$ cat src/rtl/uart_rx.sv
`default_nettype none
// ============================================================================
// Module   : uart_rx
// Purpose  : UART receiver, 16x oversampled, 8N1 frames (1 start bit low,
//            8 data bits MSB first, 1 stop bit high, no parity). Each bit
//            is decided by a 3-sample majority vote around mid-bit.
// Revision : 1.0 - initial release
// ----------------------------------------------------------------------------
// Ports
//   clk        in   system clock
//   rst        in   asynchronous, active-high reset
//   baud_tick  in   one-clk enable at 16x the baud rate
//   rx         in   asynchronous serial line (idles high)
//   rx_data    out  [7:0] last received byte, held until the next frame ends
//   rx_valid   out  one-clk pulse: rx_data holds a good frame
//   frame_err  out  one-clk pulse: stop bit voted low (rx_data still updated)
//   busy       out  high whenever the receiver is not idle
// ============================================================================
module uart_rx #(
  parameter int OVERSAMPLE  = 16,  // only 16 is supported (4-bit tick counter)
  parameter int SYNC_STAGES = 2    // rx synchronizer depth, minimum 2
) (
  input  logic       clk,
  input  logic       rst,
  input  logic       baud_tick,
  input  logic       rx,
  output logic [7:0] rx_data,
  output logic       rx_valid,
  output logic       frame_err,
  output logic       busy
);

  // --------------------------------------------------------------------------
  // Constants
  // --------------------------------------------------------------------------
  localparam logic [1:0] c_IDLE  = 2'd0;
  localparam logic [1:0] c_START = 2'd1;
  localparam logic [1:0] c_DATA  = 2'd2;
  localparam logic [1:0] c_STOP  = 2'd3;

  // Tick positions inside one bit period.
  localparam logic [3:0] c_TICK_LAST = 4'(OVERSAMPLE - 1);
  localparam logic [3:0] c_TICK_MID  = 4'(OVERSAMPLE / 2);
  localparam logic [3:0] c_TICK_S0   = 4'(OVERSAMPLE / 2 - 2);
  localparam logic [3:0] c_TICK_S1   = 4'(OVERSAMPLE / 2 - 1);

  // --------------------------------------------------------------------------
  // Registers
  // --------------------------------------------------------------------------
  logic [SYNC_STAGES-1:0] sync_q;
  logic [1:0]             state_q,     state_d;
  logic [3:0]             tick_cnt_q,  tick_cnt_d;
  logic [2:0]             bit_cnt_q,   bit_cnt_d;
  logic [7:0]             sreg_q,      sreg_d;
  logic [1:0]             samp_q,      samp_d;
  logic [7:0]             rx_data_q,   rx_data_d;
  logic                   rx_valid_q,  rx_valid_d;
  logic                   frame_err_q, frame_err_d;
  logic                   busy_q,      busy_d;

  logic                   rx_s;
  logic                   vote;
  logic                   decide;

  // --------------------------------------------------------------------------
  // Metastability synchronizer. Resets to all ones so a reset does not look
  // like a start bit.
  // --------------------------------------------------------------------------
  always_ff @(posedge clk or posedge rst) begin
    if (rst) begin
      sync_q <= '1;
    end else begin
      sync_q <= {sync_q[SYNC_STAGES-2:0], rx};
    end
  end

  assign rx_s = sync_q[SYNC_STAGES-1];

  // Third sample is taken live on the decision tick, so the vote is
  // resolved without an extra tick of delay.
  assign vote   = (samp_q[0] & samp_q[1]) | (samp_q[0] & rx_s) | (samp_q[1] & rx_s);
  assign decide = baud_tick && (tick_cnt_q == c_TICK_MID);

  // --------------------------------------------------------------------------
  // State and datapath register
  // --------------------------------------------------------------------------
  always_ff @(posedge clk or posedge rst) begin
    if (rst) begin
      state_q     <= c_IDLE;
      tick_cnt_q  <= 4'd0;
      bit_cnt_q   <= 3'd0;
      sreg_q      <= 8'h00;
      samp_q      <= 2'b11;
      rx_data_q   <= 8'h00;
      rx_valid_q  <= 1'b0;
      frame_err_q <= 1'b0;
      busy_q      <= 1'b0;
    end else begin
      state_q     <= state_d;
      tick_cnt_q  <= tick_cnt_d;
      bit_cnt_q   <= bit_cnt_d;
      sreg_q      <= sreg_d;
      samp_q      <= samp_d;
      rx_data_q   <= rx_data_d;
      rx_valid_q  <= rx_valid_d;
      frame_err_q <= frame_err_d;
      busy_q      <= busy_d;
    end
  end

  // --------------------------------------------------------------------------
  // Next-state logic: everything here advances only on baud ticks.
  // --------------------------------------------------------------------------
  always_comb begin
    state_d    = state_q;
    tick_cnt_d = tick_cnt_q;
    bit_cnt_d  = bit_cnt_q;
    sreg_d     = sreg_q;
    samp_d     = samp_q;

    if (baud_tick) begin
      if (tick_cnt_q == c_TICK_S0) samp_d[0] = rx_s;
      if (tick_cnt_q == c_TICK_S1) samp_d[1] = rx_s;

      case (state_q)
        c_IDLE: begin
          tick_cnt_d = 4'd0;
          bit_cnt_d  = 3'd0;
          if (!rx_s) state_d = c_START;
        end

        c_START: begin
          if (tick_cnt_q == c_TICK_MID && vote) begin
            // Start bit did not hold low through mid-bit: treat as noise.
            state_d    = c_IDLE;
            tick_cnt_d = 4'd0;
          end else if (tick_cnt_q == c_TICK_LAST) begin
            state_d    = c_DATA;
            tick_cnt_d = 4'd0;
            bit_cnt_d  = 3'd0;
          end else begin
            tick_cnt_d = tick_cnt_q + 4'd1;
          end
        end

        c_DATA: begin
          if (tick_cnt_q == c_TICK_MID) sreg_d = {sreg_q[6:0], vote};
          // 4-bit counter wraps 15 -> 0 on its own.
          tick_cnt_d = tick_cnt_q + 4'd1;
          if (tick_cnt_q == c_TICK_LAST) begin
            if (bit_cnt_q == 3'd7) state_d   = c_STOP;
            else                   bit_cnt_d = bit_cnt_q + 3'd1;
          end
        end

        c_STOP: begin
          // Leave at mid-stop so a back-to-back start edge is not missed.
          if (tick_cnt_q == c_TICK_MID) begin
            state_d    = c_IDLE;
            tick_cnt_d = 4'd0;
          end else begin
            tick_cnt_d = tick_cnt_q + 4'd1;
          end
        end

        default: begin
          state_d    = c_IDLE;
          tick_cnt_d = 4'd0;
        end
      endcase
    end
  end

  // --------------------------------------------------------------------------
  // Output logic. Strobes are one clk wide because their default is 0.
  // --------------------------------------------------------------------------
  always_comb begin
    rx_data_d   = rx_data_q;
    rx_valid_d  = 1'b0;
    frame_err_d = 1'b0;
    busy_d      = (state_d != c_IDLE);

    if (decide && state_q == c_STOP) begin
      rx_data_d   = sreg_q;
      rx_valid_d  = vote;
      frame_err_d = ~vote;
    end
  end

  assign rx_data   = rx_data_q;
  assign rx_valid  = rx_valid_q;
  assign frame_err = frame_err_q;
  assign busy      = busy_q;

endmodule
`default_nettype wire

$ cat config.mk
export PLATFORM = sky130hd
export DESIGN_NAME = uart_rx
export DESIGN_NICKNAME = d
export VERILOG_FILES = /design/src/rtl/uart_rx.sv
export SDC_FILE = /design/constraint.sdc
export NUM_CORES = 1
export LEC_CHECK = 0
export ABC_CLOCK_PERIOD_IN_PS = 1500
export CAP_MARGIN = 20
export CORE_MARGIN = 2
export CORE_UTILIZATION = 55
export DETAILED_ROUTE_END_ITERATION = 16
export DONT_BUFFER_PORTS = 1
export GPL_TIMING_DRIVEN = 0
export PLACE_DENSITY = 0.73
export SLEW_MARGIN = 20
export SYNTH_ARGS = -nofsm -noshare
export SYNTH_HDL_FRONTEND = slang
export SYNTH_SLANG_ARGS = --single-unit
$ cat constraint.sdc
create_clock -name clk -period 1.5 [get_ports clk]
set_input_delay 0.15 -clock clk [delete_from_list [all_inputs] [get_ports clk]]
set_output_delay 0.15 -clock clk [all_outputs]
set_load 0.01 [all_outputs]
[After elaboration in Yosys (flattened, before gate mapping)]
Cells that the tools add are included.
Word-level totals
  register bits: 32
  output and inout bits: 11
  input bits: 4
  logic and storage cells: 60
Operators by class
  $add $sub $neg: 2
  bitwise logic cells: 6
  eq/ne operators: 12
  reductions and logical operators: 10
  multiplexer cells: 19
Operator list (number)
  $pmux 4 s4: 1
  $mux 2: 7
  $mux 3: 4
  $mux 4: 3
  $pmux 3 s3: 1
  $eq 4x3->1 const B: 2
  $eq 4x4->1 const B: 2
  $ne 2x2->1 const B: 4
  $pmux 2 s4: 1
  $reduce_and 6->1: 1
  $add 4x1->4 const B: 1
  $eq 2x2->1 const B: 2
  $reduce_and 2->1: 2
  $add 3x1->3 const B: 1
  $and 1x1->1: 3
  $eq 3x3->1 const B: 1
  $logic_and 1x1->1: 3
  $reduce_and 3->1: 1
  $reduce_bool 3->1: 1
  $eq 2x1->1 const B: 1
  $logic_not 2->1: 1
  $mux 1: 2
  $or 1x1->1: 2
  $reduce_bool 2->1: 1
  $not 1->1: 1

[Depth between registers and ports, before layout]
Gate-level depths: netlist of run 1.
  word-level depth: 8
  gate-level depth with buffers: 7
  mapped depth without buffers: 6

[Worst setup path after synthesis of run 1]
Ideal clock, no wire load.
  path type: register to register
  start point: register tick_cnt_q[0]
  end point: register sreg_q[0]
  setup time: 0.125 ns
  path buffers: 2
  slack: -0.104 ns
  stages on the path, launching flop included: 8
  clock period less this slack: 1.604 ns
  arrival: 1.478 ns
  path through: dfrtp_1 inv_1 ha_1 and3b_1 buf_6 and3_4 buf_6 mux2_4
On the way
  longest elaborated chain between the ends: 2
Ends and longest elaborated chain
  start: declaration: RTL line 52  | logic [3:0] tick_cnt_q, tick_cnt_d;
  start signal: assignment: RTL line 100  | tick_cnt_q <= tick_cnt_d;
  $eq 4x4->1: RTL line 147  | if (tick_cnt_q == c_TICK_MID) sreg_d = {sreg_q[6:0], vote};
  $reduce_and 3->1 (no line)
  end signal: assignment: RTL line 102  | sreg_q <= sreg_d;
  end: declaration: RTL line 54  | logic [7:0] sreg_q, sreg_d;
Every way passes these cells.
A chain may end at the register's enable or synchronous reset.

[Worst setup path after layout of run 1]
  start point: register tick_cnt_q[1]
  end point: register sreg_q[0]
Same word-level chain as after synthesis.

==> results of run 1 <==
==> where the power goes <==
| group | switching [mW] | total (mW) | leakage (nW) | internal (mW) |
|---|---|---|---|---|
| clock network | 0.285 | 0.634 | 0.0422 | 0.349 |
| logic | 0.358 | 0.642 | 0.316 | 0.284 |
| registers | 0.0786 | 1.06 | 0.416 | 0.980 |
| total | 0.721 | 2.33 | 0.774 | 1.61 |
==> worst max-delay path, cell delays in order (launching register included) <==
cell	delay [ps]
dfrtp_1	430
inv_2	100
ha_4	120
and3b_1	160
buf_6	120
and3_4	280
mux2_4	320
==> cells in the final DEF (no fill, tap or decap) <==
cell type      count
maj3_1             1
and3_4             1
nor3_1             4
ha_1               3
inv_1              3
clkinv_2           1
inv_2              3
a21oi_2            1
a21o_1             1
bufinv_16          1
a31oi_1            1
o21ai_1            3
a221oi_2           1
mux2_2            11
clkbuf_4           5
dfrtp_1           28
o21bai_1           2
mux2_4             8
nand3_2            1
buf_2              2
ha_4               1
nand4_4            1
nand2_1            9
clkbuf_1           2
nor4_1             1
buf_6              1
nor2_1             7
o21ai_0            4
a22o_1             2
buf_4              4
nor2b_1            2
and3b_1            1
dfstp_2            4
a21oi_1            3
ha_2               1
nand3_1            4
o22ai_1            1
dlygate4sd3_1      2
==> worst paths after layout <==
path                                  to  cells after the start
hold reg to reg                sync_q[1]                      0
setup / recovery               sreg_q[0]                      6
min in group asynchronous     rx_data[4]                      2
setup reg to reg               sreg_q[0]                      6
hold / removal             tick_cnt_q[0]                      3
max in group asynchronous           busy                      2
==> state kept, by name (all words and copies together) (netlist names) <==
signal and flops:
busy 1, sreg_q 8, frame_err 1, tick_cnt_q 4, bit_cnt_q 3, sync_q 2
rx_valid 1, rx_data 8, samp_q 2, state_q 2
==> metrics by stage <==
stage          setup TNS (ps)  cells  utilization  hold slack, ps
2_1_floorplan            -572    119            -             154
3_3_place_gp            -1940    149        0.605             155
3_5_place_dp            -2570    149        0.605             155
4_1_cts                 -1860    161        0.656            57.8
5_1_grt                 -3820    161        0.658            93.0
6_report                -1430    161        0.658            79.4
==> cells by family (layout without fill, tap and decap cells) <==
kind of cell	after synthesis	in the layout	synth area share
AOI/OAI and AO/OA	19	19	0.0792
buffers and inverters	12	24	0.0451
muxes	19	19	0.166
adders and majority gates	6	6	0.0494
and+or+nand+nor	31	31	0.112
DFF	32	32	0.548
==> final cells by class <==
class / instances / area, sq um
tap: 30 / 37.5
timing repair buffer: 5 / 42.5
fill: 190 / 855
inverter: 6 / 22.5
clock inverter: 2 / 35.0
clock buffer: 6 / 41.3
sequential: 32 / 806
multi-input combinational: 75 / 628
buffer: 5 / 32.5
==> repair_timing <==
action                                  in CTS  in global routing
pin swaps                                    7                  6
endpoints found under the hold margin       29                  0
endpoints found under the setup margin      24                 26
setup buffers                                3                  0
resized for setup                            7                  3
hold buffers                                 2                  0
==> routing by layer <==
| metal | part of all wire | global-route usage | up-vias |
|---|---|---|---|
| li1 | - | - | 438 |
| met1 | 0.44 | 0.222 | 444 |
| met2 | 0.50 | 0.293 | 16 |
| met3 | 0.038 | 0.0419 | 5 |
| met4 | 0.017 | 0.105 | 0 |
| met5 | 0 | 0 | - |
==> metrics.txt, run 1 <==
fin nets between 100 and 150; share of cells above drive strength 1 0.359; Worst-path clk slew 90 ps; min-delay src baud_tick; Routed WL 2320 microns; Crit Path Class reg2reg; Synth Area per Inst around 12 sq um; Worst slew margin 0.575; Setup crit end kind register; unrepaired setup endpoints after global routing true; total grt overflow 0; Fmax 613 MHz; register area share after synthesis 0.548; CP Max Fanout 8; status finished, violations left; DPL Wire Length between 1500 and 2000 microns; Gate Count Post-Synth 119; Rows 18; Worst Setup Start Kind register; I/O pins 15; Yosys top cell area share 0.477; initial cell density of the core 0.588; pin count of the biggest net entering global routing 33; Worst Hold Class in2reg; count leader, synth dfrtp_1; Tot Pwr between 2 and 2.5 mW; clk_lat worst skew 330 ps; Cell Area, Synth 1470 sq um; final hold violation count 0; Final ANT Viol Nets 0; dominant cell type by area after synthesis dfrtp_1; Final min period 1630 ps; EDFF count, synth 0; Top FF cell, synth dfrtp_1; Synth Register Bits 32; htree depth 2; Worst EP required 1720 ps; CTS root buffer clkbuf_4; Setup violations, final 17; die width about 56 microns; Port-buffer cells 0; routed vias/inst between 5 and 6; DRC Markers 0; CTS Buffer Depth 2; Placed Area 1510 sq um; Final Cycle Share 1.09; DRT Pass-1 Iters 4; core outline area 2500 sq um; PwrDens 1420 nW/um^2; Die H about 56 microns; Worst Skew 6.34 ps; CTS tree yes; Setup WS pre-CTS -168 ps; final instance area approximately 1600 sq um; Synth area leaders dfrtp_1 (48%), mux2_2 (8.4%), mux2_4 (8.2%), dfstp_2 (7.1%), ha_1 (4.3%); Mapped Nets 128; Ys Warns 0; worst path arrival time 1850 ps; overall routing resource usage 0.181; antenna violations before repair 0; Slew Limit Fails 0; Distinct cells, synth 28; GPL Wtd Cong 0.768; P_leak 0.774 nW; Routed WL per cell 14.4 microns; total CTS buffers 5; ant diodes 0; max_cap viols 0; share of synthesized registers carrying an async set or reset 1.00; via count between 900 and 1,000; setup ws final -133 ps; CTS sink cnt 32; Layout area overhead 11.9%; vias in the first global route 961; number of DRC markers in iteration 0 21; Max VDD drop approximately 1.1 mV; violated checks setup timing; top cells by count, synth dfrtp_1 (28), mux2_2 (11), nand2_1 (9), mux2_4 (8); first-pass GRT wire length 4310 microns; Total Die Area ~3100 sq um; worst-margin pin slew approximately 640 ps; Critical Path Source tick_cnt_q[1]; worst r2r src tick_cnt_q[1]; R2R Setup Slk -130 ps
Power figures use the tool's default switching activity.
==> run 2, diff against run 1 <==
--- a/config.mk
+++ b/config.mk
@@ -7,12 +7,14 @@
 export LEC_CHECK = 0
 export ABC_CLOCK_PERIOD_IN_PS = 1500
 export CAP_MARGIN = 20
+export CELL_PAD_IN_SITES_DETAIL_PLACEMENT = 1
+export CELL_PAD_IN_SITES_GLOBAL_PLACEMENT = 2
 export CORE_MARGIN = 2
-export CORE_UTILIZATION = 55
+export CORE_UTILIZATION = 38
 export DETAILED_ROUTE_END_ITERATION = 16
 export DONT_BUFFER_PORTS = 1
 export GPL_TIMING_DRIVEN = 0
-export PLACE_DENSITY = 0.73
+export PLACE_DENSITY_LB_ADDON = 0.1
 export SLEW_MARGIN = 20
 export SYNTH_ARGS = -nofsm -noshare
 export SYNTH_HDL_FRONTEND = slang
==> run 2 against run 1 <==
Effect of this change:
- the run still ends with setup timing left
- worst setup slack got worse by 14 ps
- first-iteration DRC count fell by 19%
- design area rose by 5.2%
- combinational power rose by 12%
- global-route usage fell by 2.7 points
- register-to-register slack barely moved
- die area rose by 41%
- power rose by 12%
- clock-buffer cell count fell by 1
- highest routed layer unchanged
==> metrics.txt, run 2 (synthesized netlist as in run 1, its figures left out) <==
status finished, violations left (unchanged); violated checks setup timing (unchanged); Worst-path clk slew 70 ps (was 90 ps); share of cells above drive strength 1 0.396 (was 0.359); Port-buffer cells 0 (unchanged); Routed WL per cell 16.0 microns (was 14.4 microns); Max VDD drop 0.589 mV (was 1.05 mV); Worst Setup Start Kind register (unchanged); unrepaired setup endpoints after global routing true (unchanged); Final min period 1650 ps (was 1630 ps); Worst Skew 7.01 ps (was 6.34 ps); Cells after DPL 167 (was 149); cell depth of the worst setup path 6 (unchanged); GPL Wtd Cong 0.733 (was 0.768); Critical Path Source tick_cnt_q[0] (was tick_cnt_q[1]); CTS sink cnt 32 (unchanged); P_leak 0.804 nW (was 0.774 nW); DPL Wire Length 1980 microns (was 1540 microns); Crit Path Class reg2reg (unchanged); antenna violations before repair 0 (unchanged); Die H 66.2 microns (was 55.7 microns); DRC Markers 0 (unchanged); htree depth 2 (unchanged); Layout area overhead 17.8% (was 11.9%); min-delay src baud_tick (unchanged); total negative slack -2130 ps (was -1430 ps); CTS Buffer Depth 2 (unchanged); CTS root buffer clkbuf_8 (was clkbuf_4); DRT Pass-1 Iters 2 (was 4); R2R Setup Slk -150 ps (was -130 ps); combinational power share 0.276 (was 0.275); Placed Area 1530 sq um (was 1510 sq um); fin nets 142 (was 139); CP max-delay cell dfrtp_1 (unchanged); Worst EP required 1670 ps (was 1720 ps); core outline area 3690 sq um (was 2500 sq um); R2R depth 6 (unchanged); initial cell density of the core 0.399 (was 0.588); routed vias/inst 5.16 (was 5.61); total grt overflow 0 (unchanged); most common cell after layout, fill and taps aside dfrtp_1 (unchanged); Rows 22 (was 18); vias in the first global route 1,006 (was 961); PwrDens 1500 nW/um^2 (was 1420 nW/um^2); number of DRC markers in iteration 0 17 (was 21); worst r2r src tick_cnt_q[0] (was tick_cnt_q[1]); worst path bufs/invs 2 (unchanged); Fmax 607 MHz (was 613 MHz); Worst Hold Class in2reg (unchanged); Setup crit end kind register (unchanged); Slew Limit Fails 0 (unchanged); pin count of the biggest net entering global routing 33 (unchanged); CTS tree yes (unchanged); worst-margin pin slew 646 ps (was 636 ps); Sw Share 0.308 (was 0.309); Internal Dissipation 1.80 mW (was 1.61 mW); part of the total power dissipated in the clock network 0.316 (was 0.271); Setup violations, final 23 (was 17); CP Max Fanout 8 (unchanged); Routed WL 2910 microns (was 2320 microns); Total Die Area 4380 sq um (was 3100 sq um); overall routing resource usage 0.154 (was 0.181); total CTS buffers 5 (unchanged); NetSw 0.802 mW (was 0.721 mW); clk_lat worst skew 280 ps (was 330 ps); max_cap viols 0 (unchanged); Worst Hold Depth 3 (unchanged); crit-path cells inv_2, ha_4, and3b_1, buf_6, and3_4, mux2_4 (unchanged); Worst slew margin 0.568 (was 0.575); via count 939 (was 903); CP top delay family simple AND/OR/NAND/NOR gates (unchanged); fin cells 182 (was 161); I/O pins 15 (unchanged); most frequent cells in the layout dfrtp_1 (28), mux2_2 (11), nand2_1 (9) (unchanged); Final Cycle Share 1.10 (was 1.09); final hold violation count 0 (unchanged); sequential fraction of design power 0.408 (was 0.453); worst path arrival time 1810 ps (was 1850 ps); first-pass GRT wire length 4800 microns (was 4310 microns); ant diodes 0 (unchanged); final instance area 1730 sq um (was 1650 sq um); Final ANT Viol Nets 0 (unchanged); die width 66.2 microns (was 55.7 microns); CP max stage delay 420 ps (was 430 ps); setup ws final -146 ps (was -133 ps)
==> run 2: tightest hold or removal path, stage by stage <==
cell	delay, ps
inv_1	80
nand2_1	70
o21ai_1	60
==> run 2: layout make-up <==
class	count	area (sq um)
Sequential cell	32	806
Timing Repair Buffer	8	65.1
Tap cell	48	60.1
Clock buffer	5	68.8
Fill cell	402	1960
Clock inverter	3	42.5
Multi-Input combinational cell	75	634
Buffer	5	32.5
Inverter	6	22.5
==> run 2: routing by layer <==
layer / vias up / GRT usage / part of all wire / wire [microns]
met2: 14 / 0.270 / 0.57 / 1650
met5: - / 0 / 0 / 0
met3: 5 / 0.0562 / 0.029 / 85
li1: 438 / - / - / -
met1: 482 / 0.156 / 0.39 / 1130
met4: 0 / 0.0842 / 0.015 / 44
==> run 2: per-stage QoR <==
stage	setup WS, ps	total power [mW]	hold slack, ps	utilization
floorplan	-71.5	1.49	154	-
global placement	-208	1.61	155	0.416
detailed placement	-264	1.64	155	0.416
CTS	-145	2.62	104	0.467
global route	-208	2.77	121	0.469
finish	-146	2.60	117	0.469
==> run 2: worst paths after layout <==
| kind | endpoint |
|---|---|
| setup / recovery | sreg_q[2] |
| setup reg to reg | sreg_q[2] |
| hold / removal | tick_cnt_q[0] |
| max in group asynchronous | rx_data[0] |
| min in group asynchronous | bit_cnt_q[1] |
| hold reg to reg | sync_q[1] |
==> run 2: power groups by stage <==
stage	Combinational, mW	Clock, mW	Sequential (mW)
4_1_cts	0.703	0.861	1.06
6_report	0.720	0.823	1.06
3_3_place_gp	0.539	0	1.07
3_5_place_dp	0.562	0	1.07
5_1_grt	0.802	0.898	1.08
2_1_floorplan	0.437	0	1.06
==> run 2: what timing repair did <==
action                                  CTS  global route
gates resized for setup                  12             0
pin swaps                                 9             4
hold endpoints to repair                 29             0
endpoints found under the setup margin   24            26
setup buffers                             5             1
hold buffers                              2             0
==> run 3, diff against run 2 <==
--- a/config.mk
+++ b/config.mk
@@ -14,6 +14,7 @@
 export DETAILED_ROUTE_END_ITERATION = 16
 export DONT_BUFFER_PORTS = 1
 export GPL_TIMING_DRIVEN = 0
+export HOLD_SLACK_MARGIN = 0.15
 export PLACE_DENSITY_LB_ADDON = 0.1
 export SLEW_MARGIN = 20
 export SYNTH_ARGS = -nofsm -noshare
==> run 3 against run 2 <==
Effect of this change:
- the flow still finishes with violations (setup timing)
- power increased by 0.16%
- sequential cell count stayed put
- worst hold slack better by 67 ps
- sequential share of layout area shrank 0.53 points
- largest cell class unchanged
- largest power group unchanged
==> metrics.txt, run 3 (synthesized netlist as in run 1, its figures left out) <==
RR Endpoint sreg_q[2] (unchanged); Die H 66.2 microns (unchanged); Setup WS pre-CTS -264 ps (unchanged); R2R Setup Slk -140 ps (was -150 ps); Worst Setup Start Kind register (unchanged); die width 66.2 microns (unchanged); R2R depth 6 (unchanged); Rows 22 (unchanged); worst r2r src tick_cnt_q[0] (unchanged); violated checks setup timing (unchanged); Placed Area 1530 sq um (unchanged); Final min period 1640 ps (was 1650 ps); P_leak 0.812 nW (was 0.804 nW); met3 WL post-DR 84 microns (was 85 microns); share of cells above drive strength 1 0.390 (was 0.396); highest routed layer met4 (unchanged); Total Die Area 4380 sq um (unchanged); met1 wire length 1160 microns (was 1130 microns); total CTS buffers 5 (unchanged); fin nets 144 (was 142); Setup crit end sreg_q[2] (unchanged); Worst EP required 1670 ps (about the same); Slew Limit Fails 0 (unchanged); max_cap viols 0 (unchanged); unrepaired setup endpoints after global routing true (unchanged); Critical Path Source tick_cnt_q[0] (unchanged); Setup violations, final 23 (unchanged); final hold violation count 0 (unchanged); CP Max Fanout 8 (unchanged); overall routing resource usage 0.154 (about the same); Setup crit end kind register (unchanged); CTS sink cnt 32 (unchanged); hold slack 184 ps (was 117 ps); core outline area 3690 sq um (unchanged); Final Cycle Share 1.09 (was 1.10); Max VDD drop 0.592 mV (was 0.589 mV); final instance area 1750 sq um (was 1730 sq um); via count 949 (was 939); DRT Pass-1 Iters 2 (unchanged); Worst Skew 5.39 ps (was 7.01 ps); Port-buffer cells 0 (unchanged); status finished, violations left (unchanged); worst path arrival time 1810 ps (about the same); CTS Buffer Depth 2 (unchanged); Layout Utilization 0.475 (was 0.469); Routed WL per cell 16.0 microns (about the same); metal2 WL 1650 microns (about the same); Fmax 609 MHz (was 607 MHz); Worst Hold Class in2reg (unchanged); total grt overflow 0 (unchanged); most frequent cells in the layout dfrtp_1 (28), mux2_2 (11), nand2_1 (9) (unchanged); number of DRC markers in iteration 0 17 (unchanged); htree depth 2 (unchanged); DRC Markers 0 (unchanged); PwrDens 1490 nW/um^2 (was 1500 nW/um^2); Layout area overhead 19.1% (was 17.8%); worst-margin pin slew 647 ps (was 646 ps); DPL Wire Length 1980 microns (unchanged); setup ws final -141 ps (was -146 ps); Worst slew margin 0.568 (about the same); routed vias/inst 5.16 (about the same); antenna violations before repair 0 (unchanged); fin cells 184 (was 182); most common cell after layout, fill and taps aside dfrtp_1 (unchanged); vias in the first global route 1,005 (was 1,006); initial cell density of the core 0.399 (unchanged); GPL Wtd Cong 0.733 (unchanged); clk_lat worst skew 280 ps (about the same); Worst-path clk slew 70 ps (about the same); first-pass GRT wire length 4820 microns (was 4800 microns); I/O pins 15 (unchanged); pin count of the biggest net entering global routing 33 (unchanged); Crit Path Class reg2reg (unchanged); Final ANT Viol Nets 0 (unchanged); ant diodes 0 (unchanged); Routed WL 2940 microns (was 2910 microns); CTS root buffer clkbuf_8 (unchanged); CTS tree yes (unchanged); Cells after DPL 167 (unchanged)
run 3: timing repair:
item | 4_1_cts | 5_1_grt
resized for setup | 12 | 0
hold buffers | 3 | 1
pin swaps | 9 | 4
buffers inserted | 5 | 1
endpoints found under the hold margin | 31 | 1
setup endpoints to repair | 24 | 26
run 3: layer usage:
metal  up-vias  GRT usage
met3         5     0.0562
met2        14      0.270
li1        444          -
met5         -          0
met1       486      0.158
met4         0     0.0842
run 3: cell type report:
type / count / area (sq um)
Fill cell: 401 / 1940
Clock inverter: 3 / 42.5
Tap cell: 48 / 60.1
Timing Repair Buffer: 10 / 85.1
Buffer: 5 / 32.5
Sequential cell: 32 / 806
Multi-Input combinational cell: 75 / 634
Inverter: 6 / 22.5
Clock buffer: 5 / 68.8
run 3: critical path, cell delays in order (launching register included):
cell     delay [ps]
dfrtp_1         420
inv_2           100
ha_4            110
and3b_1         160
buf_6           130
and3_4          280
mux2_4          310
run 3: how the worst min path moves through the flow:
stage / startpoint / to / slack (ps) / cells past startpoint
CTS: baud_tick / rx_valid / 120 / 2
global route: baud_tick / state_q[0] / 210 / 3
global placement: rx / sync_q[0] / 150 / 0
floorplan: rx / sync_q[0] / 150 / 0
detailed placement: rx / sync_q[0] / 150 / 0
finish: baud_tick / state_q[0] / 180 / 3
run 3: where the power goes:
group	internal, mW	leakage, nW	switching (mW)
combinational	0.334	0.341	0.393
sequential	0.981	0.416	0.0803
clock	0.491	0.0541	0.329
run 3: metrics by stage:
stage | setup TNS (ps) | power, mW
after floorplan | -572 | 1.49
after global placement | -2640 | 1.61
after detailed placement | -3700 | 1.64
after CTS | -2090 | 2.63
after global routing | -4120 | 2.78
final | -2090 | 2.61
